$ cat config.mk
export PLATFORM = sky130hd
export DESIGN_NAME = pack_cmd_ctrl_flat
export DESIGN_NICKNAME = d
export VERILOG_FILES = /design/src/rtl/pack_cmd_ctrl_pkg.sv /design/src/rtl/pack_cmd_ctrl_if.sv /design/src/rtl/pack_gap_timer.sv /design/src/rtl/pack_cmd_ctrl.sv /design/src/flat_wrapper.sv
export SDC_FILE = /design/constraint.sdc
export NUM_CORES = 1
export LEC_CHECK = 0
export BUFFER_PORTS_ARGS = -buffer_cell sky130_fd_sc_hd__buf_2
export CAP_MARGIN = 20
export CORE_MARGIN = 2
export CORE_UTILIZATION = 57
export CTS_CLUSTER_SIZE = 14
export DETAILED_ROUTE_END_ITERATION = 10
export GPL_ROUTABILITY_DRIVEN = 0
export PLACE_DENSITY = 0.76
export SYNTH_ARGS = -nofsm -noshare
export SYNTH_HDL_FRONTEND = slang
export SYNTH_HIERARCHICAL = 1
export SYNTH_SLANG_ARGS = --single-unit
$ cat constraint.sdc
create_clock -name clk_i -period 3.3 [get_ports clk_i]
set_clock_uncertainty 0.2 [all_clocks]
set_input_delay 0.165 -clock clk_i [delete_from_list [all_inputs] [get_ports clk_i]]
set_output_delay 0.165 -clock clk_i [all_outputs]
set_load 0.02 [all_outputs]
$ cat src/rtl/pack_cmd_ctrl_pkg.sv
// Shared types and constants for the UART command-pack controller.
// Holds the FSM encoding, ack codes, control-byte layout and pack length.
package pack_cmd_ctrl_pkg;

    typedef enum logic [2:0] {
        ST_IDLE,
        ST_COLLECT,
        ST_CHECK,
        ST_WAIT_CH,
        ST_ISSUE,
        ST_ACK
    } state_e;

    localparam logic [7:0] ACK_OK = 8'h06;
    localparam logic [7:0] ACK_NG = 8'h15;

    localparam int CTRL_CH_LSB     = 0;
    localparam int CTRL_CH_W       = 4;
    localparam int CTRL_REPEAT_BIT = 4;
    localparam int CTRL_STOP_BIT   = 5;
    localparam int CTRL_RSV_LSB    = 6;
    localparam int CTRL_RSV_W      = 2;

    // control byte + output pattern + freq pattern + low period + high period
    function automatic int pack_num(input int data_bit);
        return (data_bit / 8) * 2 + 3;
    endfunction

endpackage

$ cat src/rtl/pack_cmd_ctrl_if.sv
// Byte input, channel-busy input and config/ack outputs of pack_cmd_ctrl.
// Pure wiring bundle; no flow control beyond the rx tick and busy vector.
interface pack_cmd_ctrl_if #(
    parameter int DATA_BIT = 32,
    parameter int CH_NUM   = 16
);
    logic [7:0]          data_i;
    logic                rx_done_tick_i;
    logic [CH_NUM-1:0]   ch_busy_i;
    logic                cfg_valid_o;
    logic [3:0]          cfg_ch_o;
    logic                cfg_stop_o;
    logic                cfg_repeat_o;
    logic [DATA_BIT-1:0] cfg_output_o;
    logic [DATA_BIT-1:0] cfg_freq_o;
    logic [7:0]          cfg_low_o;
    logic [7:0]          cfg_high_o;
    logic                tx_start_o;
    logic [7:0]          tx_data_o;
    logic                busy_o;

    modport slave (
        input  data_i, rx_done_tick_i, ch_busy_i,
        output cfg_valid_o, cfg_ch_o, cfg_stop_o, cfg_repeat_o, cfg_output_o,
               cfg_freq_o, cfg_low_o, cfg_high_o, tx_start_o, tx_data_o, busy_o
    );

    modport master (
        output data_i, rx_done_tick_i, ch_busy_i,
        input  cfg_valid_o, cfg_ch_o, cfg_stop_o, cfg_repeat_o, cfg_output_o,
               cfg_freq_o, cfg_low_o, cfg_high_o, tx_start_o, tx_data_o, busy_o
    );
endinterface

$ cat src/rtl/pack_gap_timer.sv
// Inter-byte gap timer: counts enabled cycles since the last clear.
// expire_o is combinational and high in the TIMEOUT_CLK-th enabled cycle.
module pack_gap_timer #(
    parameter int TIMEOUT_CLK = 100000
) (
    input  logic clk_i,
    input  logic rst_ni,
    input  logic clr_i,
    input  logic en_i,
    output logic expire_o
);
    localparam int CW = $clog2(TIMEOUT_CLK + 1);

    logic [CW-1:0] cnt_q, cnt_d;

    assign expire_o = en_i && (cnt_q == CW'(TIMEOUT_CLK - 1));

    always_comb begin
        cnt_d = cnt_q;
        if (clr_i) begin
            cnt_d = '0;
        end else if (en_i && !expire_o) begin
            cnt_d = cnt_q + 1'b1;
        end
    end

    always_ff @(posedge clk_i or negedge rst_ni) begin
        if (!rst_ni) begin
            cnt_q <= '0;
        end else begin
            cnt_q <= cnt_d;
        end
    end
endmodule

$ cat src/rtl/pack_cmd_ctrl.sv
// Assembles a UART command pack, validates it, waits for the target channel and issues one config strobe plus ack byte.
// Last byte to cfg_valid_o is 3 cycles with the channel idle; holds in WAIT_CH while the channel is busy, bytes outside COLLECT are dropped.
module pack_cmd_ctrl
    import pack_cmd_ctrl_pkg::*;
#(
    parameter int DATA_BIT    = 32,
    parameter int CH_NUM      = 16,
    parameter int TIMEOUT_CLK = 100000
) (
    input  logic            clk_i,
    input  logic            rst_ni,
    pack_cmd_ctrl_if.slave  bus
);
    localparam int NB       = DATA_BIT / 8;
    localparam int PACK_NUM = pack_num(DATA_BIT);
    localparam int CW       = $clog2(PACK_NUM + 1);

    state_e              state_q, state_d;
    logic [CW-1:0]       cnt_q, cnt_d;
    logic [7:0]          pack_q [PACK_NUM];
    logic [7:0]          pack_d [PACK_NUM];
    logic                cfg_valid_q, cfg_valid_d;
    logic [3:0]          cfg_ch_q, cfg_ch_d;
    logic                cfg_stop_q, cfg_stop_d;
    logic                cfg_repeat_q, cfg_repeat_d;
    logic [DATA_BIT-1:0] cfg_output_q, cfg_output_d;
    logic [DATA_BIT-1:0] cfg_freq_q, cfg_freq_d;
    logic [7:0]          cfg_low_q, cfg_low_d;
    logic [7:0]          cfg_high_q, cfg_high_d;
    logic                tx_start_q, tx_start_d;
    logic [7:0]          tx_data_q, tx_data_d;

    logic [7:0]          ctrl;
    logic [3:0]          ch;
    logic                stop_bit, repeat_bit;
    logic [1:0]          rsv;
    logic [DATA_BIT-1:0] pat_out, pat_freq;
    logic [7:0]          low_per, high_per;
    logic [15:0]         busy_ext;
    logic                in_collect, gap_clr, gap_expire, reject;

    assign ctrl       = pack_q[0];
    assign ch         = ctrl[CTRL_CH_LSB +: CTRL_CH_W];
    assign repeat_bit = ctrl[CTRL_REPEAT_BIT];
    assign stop_bit   = ctrl[CTRL_STOP_BIT];
    assign rsv        = ctrl[CTRL_RSV_LSB +: CTRL_RSV_W];
    assign low_per    = pack_q[2*NB+1];
    assign high_per   = pack_q[2*NB+2];
    assign busy_ext   = 16'(bus.ch_busy_i);

    // Patterns arrive LSB byte first
    always_comb begin
        pat_out  = '0;
        pat_freq = '0;
        for (int i = 0; i < NB; i++) begin
            pat_out[8*i +: 8]  = pack_q[1+i];
            pat_freq[8*i +: 8] = pack_q[1+NB+i];
        end
    end

    assign reject = (rsv != 2'b00) || (int'(ch) >= CH_NUM) ||
                    (!stop_bit && ((low_per == 8'd0) || (high_per == 8'd0)));

    assign in_collect = (state_q == ST_COLLECT);
    assign gap_clr    = !in_collect || bus.rx_done_tick_i;

    pack_gap_timer #(
        .TIMEOUT_CLK (TIMEOUT_CLK)
    ) u_gap_timer (
        .clk_i    (clk_i),
        .rst_ni   (rst_ni),
        .clr_i    (gap_clr),
        .en_i     (in_collect),
        .expire_o (gap_expire)
    );

    always_comb begin
        state_d      = state_q;
        cnt_d        = cnt_q;
        pack_d       = pack_q;
        cfg_valid_d  = 1'b0;
        cfg_ch_d     = cfg_ch_q;
        cfg_stop_d   = cfg_stop_q;
        cfg_repeat_d = cfg_repeat_q;
        cfg_output_d = cfg_output_q;
        cfg_freq_d   = cfg_freq_q;
        cfg_low_d    = cfg_low_q;
        cfg_high_d   = cfg_high_q;
        tx_start_d   = 1'b0;
        tx_data_d    = tx_data_q;
        case (state_q)
            ST_IDLE: begin
                if (bus.rx_done_tick_i) begin
                    pack_d[0] = bus.data_i;
                    cnt_d     = CW'(1);
                    state_d   = ST_COLLECT;
                end
            end
            ST_COLLECT: begin
                // Expiry wins over a byte landing in the same cycle
                if (gap_expire) begin
                    tx_start_d = 1'b1;
                    tx_data_d  = ACK_NG;
                    state_d    = ST_ACK;
                end else if (bus.rx_done_tick_i) begin
                    pack_d[cnt_q] = bus.data_i;
                    cnt_d         = cnt_q + 1'b1;
                    if (int'(cnt_q) + 1 == PACK_NUM) begin
                        state_d = ST_CHECK;
                    end
                end
            end
            ST_CHECK: begin
                if (reject) begin
                    tx_start_d = 1'b1;
                    tx_data_d  = ACK_NG;
                    state_d    = ST_ACK;
                end else begin
                    state_d = ST_WAIT_CH;
                end
            end
            ST_WAIT_CH: begin
                if (stop_bit || !busy_ext[ch]) begin
                    cfg_valid_d  = 1'b1;
                    cfg_ch_d     = ch;
                    cfg_stop_d   = stop_bit;
                    cfg_repeat_d = repeat_bit;
                    cfg_output_d = pat_out;
                    cfg_freq_d   = pat_freq;
                    cfg_low_d    = low_per;
                    cfg_high_d   = high_per;
                    state_d      = ST_ISSUE;
                end
            end
            ST_ISSUE: begin
                tx_start_d = 1'b1;
                tx_data_d  = ACK_OK;
                state_d    = ST_ACK;
            end
            ST_ACK: begin
                cnt_d   = '0;
                state_d = ST_IDLE;
            end
            default: begin
                state_d = ST_IDLE;
            end
        endcase
    end

    always_ff @(posedge clk_i or negedge rst_ni) begin
        if (!rst_ni) begin
            state_q      <= ST_IDLE;
            cnt_q        <= '0;
            for (int i = 0; i < PACK_NUM; i++) begin
                pack_q[i] <= '0;
            end
            cfg_valid_q  <= 1'b0;
            cfg_ch_q     <= '0;
            cfg_stop_q   <= 1'b0;
            cfg_repeat_q <= 1'b0;
            cfg_output_q <= '0;
            cfg_freq_q   <= '0;
            cfg_low_q    <= '0;
            cfg_high_q   <= '0;
            tx_start_q   <= 1'b0;
            tx_data_q    <= '0;
        end else begin
            state_q      <= state_d;
            cnt_q        <= cnt_d;
            pack_q       <= pack_d;
            cfg_valid_q  <= cfg_valid_d;
            cfg_ch_q     <= cfg_ch_d;
            cfg_stop_q   <= cfg_stop_d;
            cfg_repeat_q <= cfg_repeat_d;
            cfg_output_q <= cfg_output_d;
            cfg_freq_q   <= cfg_freq_d;
            cfg_low_q    <= cfg_low_d;
            cfg_high_q   <= cfg_high_d;
            tx_start_q   <= tx_start_d;
            tx_data_q    <= tx_data_d;
        end
    end

    assign bus.cfg_valid_o  = cfg_valid_q;
    assign bus.cfg_ch_o     = cfg_ch_q;
    assign bus.cfg_stop_o   = cfg_stop_q;
    assign bus.cfg_repeat_o = cfg_repeat_q;
    assign bus.cfg_output_o = cfg_output_q;
    assign bus.cfg_freq_o   = cfg_freq_q;
    assign bus.cfg_low_o    = cfg_low_q;
    assign bus.cfg_high_o   = cfg_high_q;
    assign bus.tx_start_o   = tx_start_q;
    assign bus.tx_data_o    = tx_data_q;
    assign bus.busy_o       = (state_q != ST_IDLE);
endmodule

$ cat src/flat_wrapper.sv
// flat-port wrapper written by rule: the top's interface ports become plain ports
module pack_cmd_ctrl_flat import pack_cmd_ctrl_pkg::*;
#(
    parameter int DATA_BIT    = 32,
    parameter int CH_NUM      = 16,
    parameter int TIMEOUT_CLK = 100000
)
  (clk_i, rst_ni, bus_data_i, bus_rx_done_tick_i, bus_ch_busy_i, bus_cfg_valid_o, bus_cfg_ch_o, bus_cfg_stop_o, bus_cfg_repeat_o, bus_cfg_output_o, bus_cfg_freq_o, bus_cfg_low_o, bus_cfg_high_o, bus_tx_start_o, bus_tx_data_o, bus_busy_o);
  pack_cmd_ctrl_if #(.DATA_BIT(DATA_BIT), .CH_NUM(CH_NUM)) bus_i ();
  input  logic clk_i;
  input  logic rst_ni;
  input wire logic [$bits(bus_i.data_i)-1:0] bus_data_i;
  input wire logic [$bits(bus_i.rx_done_tick_i)-1:0] bus_rx_done_tick_i;
  input wire logic [$bits(bus_i.ch_busy_i)-1:0] bus_ch_busy_i;
  output wire logic [$bits(bus_i.cfg_valid_o)-1:0] bus_cfg_valid_o;
  output wire logic [$bits(bus_i.cfg_ch_o)-1:0] bus_cfg_ch_o;
  output wire logic [$bits(bus_i.cfg_stop_o)-1:0] bus_cfg_stop_o;
  output wire logic [$bits(bus_i.cfg_repeat_o)-1:0] bus_cfg_repeat_o;
  output wire logic [$bits(bus_i.cfg_output_o)-1:0] bus_cfg_output_o;
  output wire logic [$bits(bus_i.cfg_freq_o)-1:0] bus_cfg_freq_o;
  output wire logic [$bits(bus_i.cfg_low_o)-1:0] bus_cfg_low_o;
  output wire logic [$bits(bus_i.cfg_high_o)-1:0] bus_cfg_high_o;
  output wire logic [$bits(bus_i.tx_start_o)-1:0] bus_tx_start_o;
  output wire logic [$bits(bus_i.tx_data_o)-1:0] bus_tx_data_o;
  output wire logic [$bits(bus_i.busy_o)-1:0] bus_busy_o;
  assign bus_i.data_i = bus_data_i;
  assign bus_i.rx_done_tick_i = bus_rx_done_tick_i;
  assign bus_i.ch_busy_i = bus_ch_busy_i;
  assign bus_cfg_valid_o = bus_i.cfg_valid_o;
  assign bus_cfg_ch_o = bus_i.cfg_ch_o;
  assign bus_cfg_stop_o = bus_i.cfg_stop_o;
  assign bus_cfg_repeat_o = bus_i.cfg_repeat_o;
  assign bus_cfg_output_o = bus_i.cfg_output_o;
  assign bus_cfg_freq_o = bus_i.cfg_freq_o;
  assign bus_cfg_low_o = bus_i.cfg_low_o;
  assign bus_cfg_high_o = bus_i.cfg_high_o;
  assign bus_tx_start_o = bus_i.tx_start_o;
  assign bus_tx_data_o = bus_i.tx_data_o;
  assign bus_busy_o = bus_i.busy_o;
  pack_cmd_ctrl #(.DATA_BIT(DATA_BIT), .CH_NUM(CH_NUM), .TIMEOUT_CLK(TIMEOUT_CLK)) u_core (.clk_i(clk_i), .rst_ni(rst_ni), .bus(bus_i));
endmodule
Word-level counts from Yosys, hierarchy flattened
Index checks and enable logic that the tools add are counted.

cells by class
  equal/unequal tests = 15
  magnitude comparators = 3
  muxes and demuxes = 30
  bitwise logic cells = 2
  reduce and logical (&&, ||, !) cells = 27
  add/sub/neg operators = 3

operators with widths
  cell                   number
  $mux 88                2
  $bwmux 88              1
  $mux 17                2
  $demux 8 s4            1
  $eq 32x5->1 const B    1
  $mux 8                 4
  $pmux 8 s3             1
  $mux 3                 6
  $add 17x1->17 const B  1
  $eq 17x17->1 const B   1
  $logic_not 8->1        2
  $pmux 8 s2             1
  $pmux 3 s5             1
  $mux 4                 3
  $pmux 4 s3             1
  $reduce_and 4->1       3
  $reduce_bool 3->1      3
  $ne 2x2->1 const B     4
  $eq 3x2->1 const B     2
  $eq 3x3->1 const B     2
  $ne 3x3->1 const B     2
  $reduce_and 3->1       2
  $reduce_bool 2->1      3
  $add 4x1->5 const B    1
  other kinds (16)       30

storage, ports and cells
  bits of input ports = 27
  bits in registers = 208
  word-level logic and storage cells = 104
  output and inout port bits = 97

Longest topological paths before layout
  depth after elaboration = 9
  depth in mapped cells = 9
  mapped depth without buffers = 9

Cells and area by module
Netlist, hierarchy kept.

modules (own cells, without submodules)
  module          area an instance (µm²)  times used  cells an instance  seq. area each (µm²)
  pack_cmd_ctrl   7462.2                  1           492                4654.5
  pack_gap_timer  980.9                   1           99                 425.4

Least setup slack after synthesis
OpenSTA, ideal clock, no wires.

  path type = register -> register
  from = register u_core.u_gap_timer.cnt_q[0]
  to = register u_core.pack_q, in the netlist u_core/high_per[0]
  setup time = 0.125 ns
  path buffers = 1
  clock period less this slack = 2.561 ns
  stages on the path, launching flop included = 9
  required time = 2.975 ns
  path slack = 0.739 ns
  data arrival time = 2.236 ns
  path through = dfrtp_1 > ha_1 > and4_1 > nand4_1 > nor2_1 > nor3_1 > clkbuf_1 > nand3_1 > mux2_2

between the ends
  longest elaborated chain between the ends = 4

ends and longest elaborated chain
  element                            RTL line              text
  start: declaration                 pack_gap_timer.sv:14  logic [CW-1:0] cnt_q, cnt_d;
  start signal: assignment           pack_gap_timer.sv:31  cnt_q <= cnt_d;
  $eq 17x17->1                       pack_gap_timer.sv:16  assign expire_o = en_i && (cnt_q == CW'(TIMEOUT_CLK - 1));
  $logic_and 1x1->1                  pack_gap_timer.sv:16
  via u_core.gap_expire              pack_cmd_ctrl.sv:40   logic in_collect, gap_clr, gap_expire, reject;
  $not 1->1 (no source line)         --
  $reduce_and 3->1 (no source line)  --
  end signal: assignment             pack_cmd_ctrl.sv:170  pack_q <= pack_d;
  end: declaration                   pack_cmd_ctrl.sv:20   logic [7:0] pack_q [PACK_NUM];

The timed path passes the listed nets, and every way through them passes these cells.
A chain may end at the register's enable or synchronous reset.

Worst setup path in the final report
  from = register u_core.state_q[1]
  to = register u_core/pack_q[78] (netlist name)

between the ends
  longest elaborated chain between the ends = 4

ends and longest elaborated chain
  element                            RTL line              text
  start: declaration                 pack_cmd_ctrl.sv:18   state_e state_q, state_d;
  start signal: assignment           pack_cmd_ctrl.sv:168  state_q <= state_d;
  $eq 3x1->1                         pack_cmd_ctrl.sv:64   assign in_collect = (state_q == ST_COLLECT);
  via u_core.in_collect              pack_cmd_ctrl.sv:40
  $logic_and 1x1->1                  pack_gap_timer.sv:16
  via u_core.gap_expire              pack_cmd_ctrl.sv:40
  $not 1->1 (no source line)         --
  $reduce_and 3->1 (no source line)  --

The timed path passes the listed nets, and every way through them passes these cells.

==> results.yml <==
detailed_routing:
  routed_wl_um: 17700
  drt_iter0_drc: 320
  route.detailed.drc: 0
  wire_per_inst_um: 19.2
  vias_per_cell: 5.69
  vias: 5246
  first_pass_iters: 4
  drtAntennaViolNets: 0
yosys:
  synth.avg_cell_area_sq_um: 14.3
  yosysTopAreaCellShare_pct: 60.2
  ys_ff_latch: 203
  ys_warn_count: 6
  ys.flop_type: "dfrtp_1"
  synth_cell_types: 51
  synthArstFlopShare_pct: 100
  netlist_top_cells_area: "dfrtp_1, mux2_2, mux2_1"
  synth-seq-area-share_pct: 60.2
  synth_cells: 591
  yosysTopAreaCell: "dfrtp_1"
  netlist_area_sq_um: 8440
  synth-edff-count: 0
global_routing:
  grt_pass1_wl_um: 28800
  antenna_found_initial: 0
  grt_use_total_pct: 22.7
  grt_max_degree: 85
  grt_pass1_vias: 5439
  grt_overflow_total: 0
power_and_ir_drop:
  finalPower_mw: 8.81
  internal_power_mw: 6.01
  pwr-share-comb_pct: 27.0
  seq_power_share_pct: 44.7
  clkPwrFrac_pct: 28.3
  p_leak_nw: 5.06
  netSwitchingPower_mw: 2.80
  ir_drop_mv: 0.489
  p_sw_share_pct: 31.8
  power_density_nw_per_um2: 880
timing:
  worstMarginPinSlew_ns: 0.977
  finalHoldViolations: 0
  setup_viol: 0
  finalSetupTns_ns: 0
  fmax_mhz: 345
  min_period_ns: 2.90
  rsz0062_at_grt: "false"
  maxSlewHeadroom_pct: 34.1
  drv_slew: 0
  fin_crit_sh_pct: 87.8
die:
  rows: 44
  ios: 124
  core_area_sq_um: 14500
  dieArea_sq_um: 15800
  die_y_um: 126
  start_util_pct: 58.3
  dieWidth_um: 126
setup_path:
  crit_arrival_ns: 3.09
  critPathKind: "flop to flop"
  r2r-end: "u_core/pack_q[78]"
  critical_path.max_fanout: 12
  r2r_start: "u_core/state_q[1]"
  reg2reg_slack_ns: 0.40
  r2r_cells: 9
  required_ns: 3.49
  start_kind: "flop"
  endpoint_kind: "flop"
run:
  drv_cap: 0
final_layout:
  syn2layout_area_growth_pct: 18.6
  drive_gt1_share_pct: 38.9
  num_antenna_cells: 0
  fin_nets: 756
clock_tree:
  cts.sinks: 203
  postCtsSetupBuffers: 0
  cts-hold-fix-buffers: 9
  cts_tree: "yes"
  root_buffer: "clkbuf_16"
  numCtsBuffers: 22
  ctsHtreeMaxLevel: 1
  cts_resized: 0
  clk_latency_ns: 0.51
  clk_path_buf_depth: 3
  clk_pin_slew_ns: 0.06
min_path:
  worstHoldPathCells: 2
  hold_path_end: "u_core/pack_q[27]"
  hold_start: "bus_data_i[3]"
  worstHoldPathType: "input pin to flop"
placement:
  port_buffers: 119
  hpwl_um: 11500
status:
  status: "finished clean"
[per-layer routing]
layer  vias up  GRT usage, %  wire length, um
met3        36          3.36              807
met4         0          6.01              437
li1       2381             -                -
met1      2683          31.1             7660
met5         -             0                0
met2       146          38.3             8830
[power by group through the flow]
| stage | Sequential (mW) | Clock (mW) | Combinational, mW |
|---|---|---|---|
| 6_report | 3.94 | 2.49 | 2.38 |
| 3_5_place_dp | 3.98 | 0 | 2.36 |
| 2_1_floorplan | 4.15 | 0 | 1.37 |
| 4_1_cts | 3.95 | 2.53 | 2.40 |
| 5_1_grt | 4.06 | 2.63 | 2.57 |
| 3_3_place_gp | 3.92 | 0 | 2.27 |
[how the worst max path moves through the flow]
stage / from / to / slack, ns / cells past startpoint
floorplan: u_core/u_gap_timer/cnt_q[0] / u_core/high_per[0] / 0.74 / 8
global placement: u_core/u_gap_timer/cnt_q[0] / u_core/pack_q[75] / 0.50 / 8
detailed placement: u_core/state_q[1] / u_core/pack_q[78] / 0.44 / 9
CTS: u_core/state_q[1] / u_core/pack_q[78] / 0.43 / 9
global route: u_core/state_q[1] / u_core/pack_q[78] / 0.21 / 9
finish: u_core/state_q[1] / u_core/pack_q[78] / 0.40 / 9
[synthesized netlist by cell type (all sizes together), types with 2 or more instances]
| cell | number |
|---|---|
| a31oi | 2 |
| or3 | 5 |
| nor3b | 2 |
| o221ai | 2 |
| inv | 8 |
| xnor2 | 9 |
| nand2 | 14 |
| a21oi | 7 |
| o21ai | 13 |
| mux4 | 2 |
| nor2b | 8 |
| nand3 | 16 |
| and3 | 2 |
| dfrtp | 203 |
| nor3 | 6 |
| a22o | 3 |
| ha | 6 |
| a211oi | 4 |
| clkbuf | 16 |
| nor2 | 28 |
| nand3b | 4 |
| mux2 | 177 |
| nor4 | 9 |
| nand4 | 8 |
| a41oi | 2 |
| buf | 15 |
| nand2b | 5 |
[registers in the layout, indices dropped and copies added, names as in the netlist, 3 cells and up]
register,count
u_core/pack_q,64
u_core/bus.cfg_freq_o,32
u_core/bus.cfg_output_o,32
u_core/u_gap_timer/cnt_q,17
u_core/bus.cfg_high_o,8
u_core/bus.cfg_low_o,8
u_core/ctrl,8
u_core/high_per,8
u_core/low_per,8
u_core/bus.cfg_ch_o,4
u_core/cnt_q,4
u_core/bus.tx_data_o,3
u_core/state_q,3
[cell type report]
| cell class | count | area [sq um] |
|---|---|---|
| multi-input cells | 352 | 3160 |
| repair buffers | 136 | 767 |
| inverters | 8 | 32.5 |
| flip-flops and latches | 203 | 5080 |
| well taps | 184 | 230 |
| fillers | 1005 | 4460 |
| clock buffers | 32 | 638 |
| clock inverters | 7 | 113 |
[placed cells by master, fill, tap and decap left out, types with 3 or more instances in the layout]
| master | Yosys | layout |
|---|---|---|
| conb_1 | 1 | 4 |
| nand4_1 | 7 | 7 |
| clkinv_2 | 0 | 3 |
| nand3b_1 | 4 | 4 |
| clkbuf_8 | 0 | 6 |
| or3_1 | 5 | 5 |
| nor2_1 | 28 | 28 |
| buf_2 | 2 | 118 |
| mux2_1 | 62 | 62 |
| nor4_1 | 9 | 9 |
| a211oi_1 | 3 | 3 |
| nand2_1 | 14 | 14 |
| dfrtp_1 | 203 | 203 |
| buf_4 | 6 | 7 |
| a21oi_1 | 7 | 7 |
| a22o_1 | 3 | 3 |
| clkbuf_1 | 16 | 5 |
| xnor2_1 | 9 | 9 |
| nor3_1 | 6 | 6 |
| nand2b_1 | 5 | 5 |
| nor2b_1 | 8 | 8 |
| ha_1 | 6 | 6 |
| mux2_2 | 115 | 115 |
| inv_1 | 7 | 7 |
| clkbuf_16 | 0 | 22 |
| nand3_1 | 16 | 16 |
| o21ai_0 | 12 | 12 |
| dlygate4sd3_1 | 0 | 9 |
[through the flow]
step / setup slack, ns / std cells / utilization [%] / cell area (sq um) / hold slack (ns)
after floorplan: 0.739 / 594 / - / 8450 / -0.331
after global placement: 0.504 / 874 / 63.4 / 9180 / 0.0405
after detailed placement: 0.441 / 874 / 63.4 / 9180 / 0.0563
after CTS: 0.427 / 922 / 69.2 / 10000 / 0.0166
after global routing: 0.210 / 922 / 69.2 / 10000 / 0.0384
final: 0.404 / 922 / 69.2 / 10000 / 0.0196
[cell families (layout without fill, tap and decap cells)]
| family | after synthesis | count (layout) | synth area share, % |
|---|---|---|---|
| multiplexers | 180 | 180 | 24.3 |
| other | 1 | 4 | 0.0444 |
| XOR/XNOR | 10 | 10 | 1.04 |
| flip-flops | 203 | 203 | 60.2 |
| buffers and inverters | 39 | 183 | 2.59 |
| AND/OR/NAND/NOR | 113 | 113 | 7.54 |
| AO/OA/AOI/OAI | 39 | 39 | 3.47 |
| adder cells (fa/ha/maj) | 6 | 6 | 0.889 |
[critical path, cell delays in order (launching register included)]
cell,delay (ns)
dfrtp_1,0.48
nand2b_1,0.27
nor2_1,0.13
buf_4,0.15
inv_1,0.09
nor2_1,0.37
nor3_1,0.12
buf_4,0.20
nand3_1,0.39
mux2_2,0.40
Power figures use the tool's default switching activity.
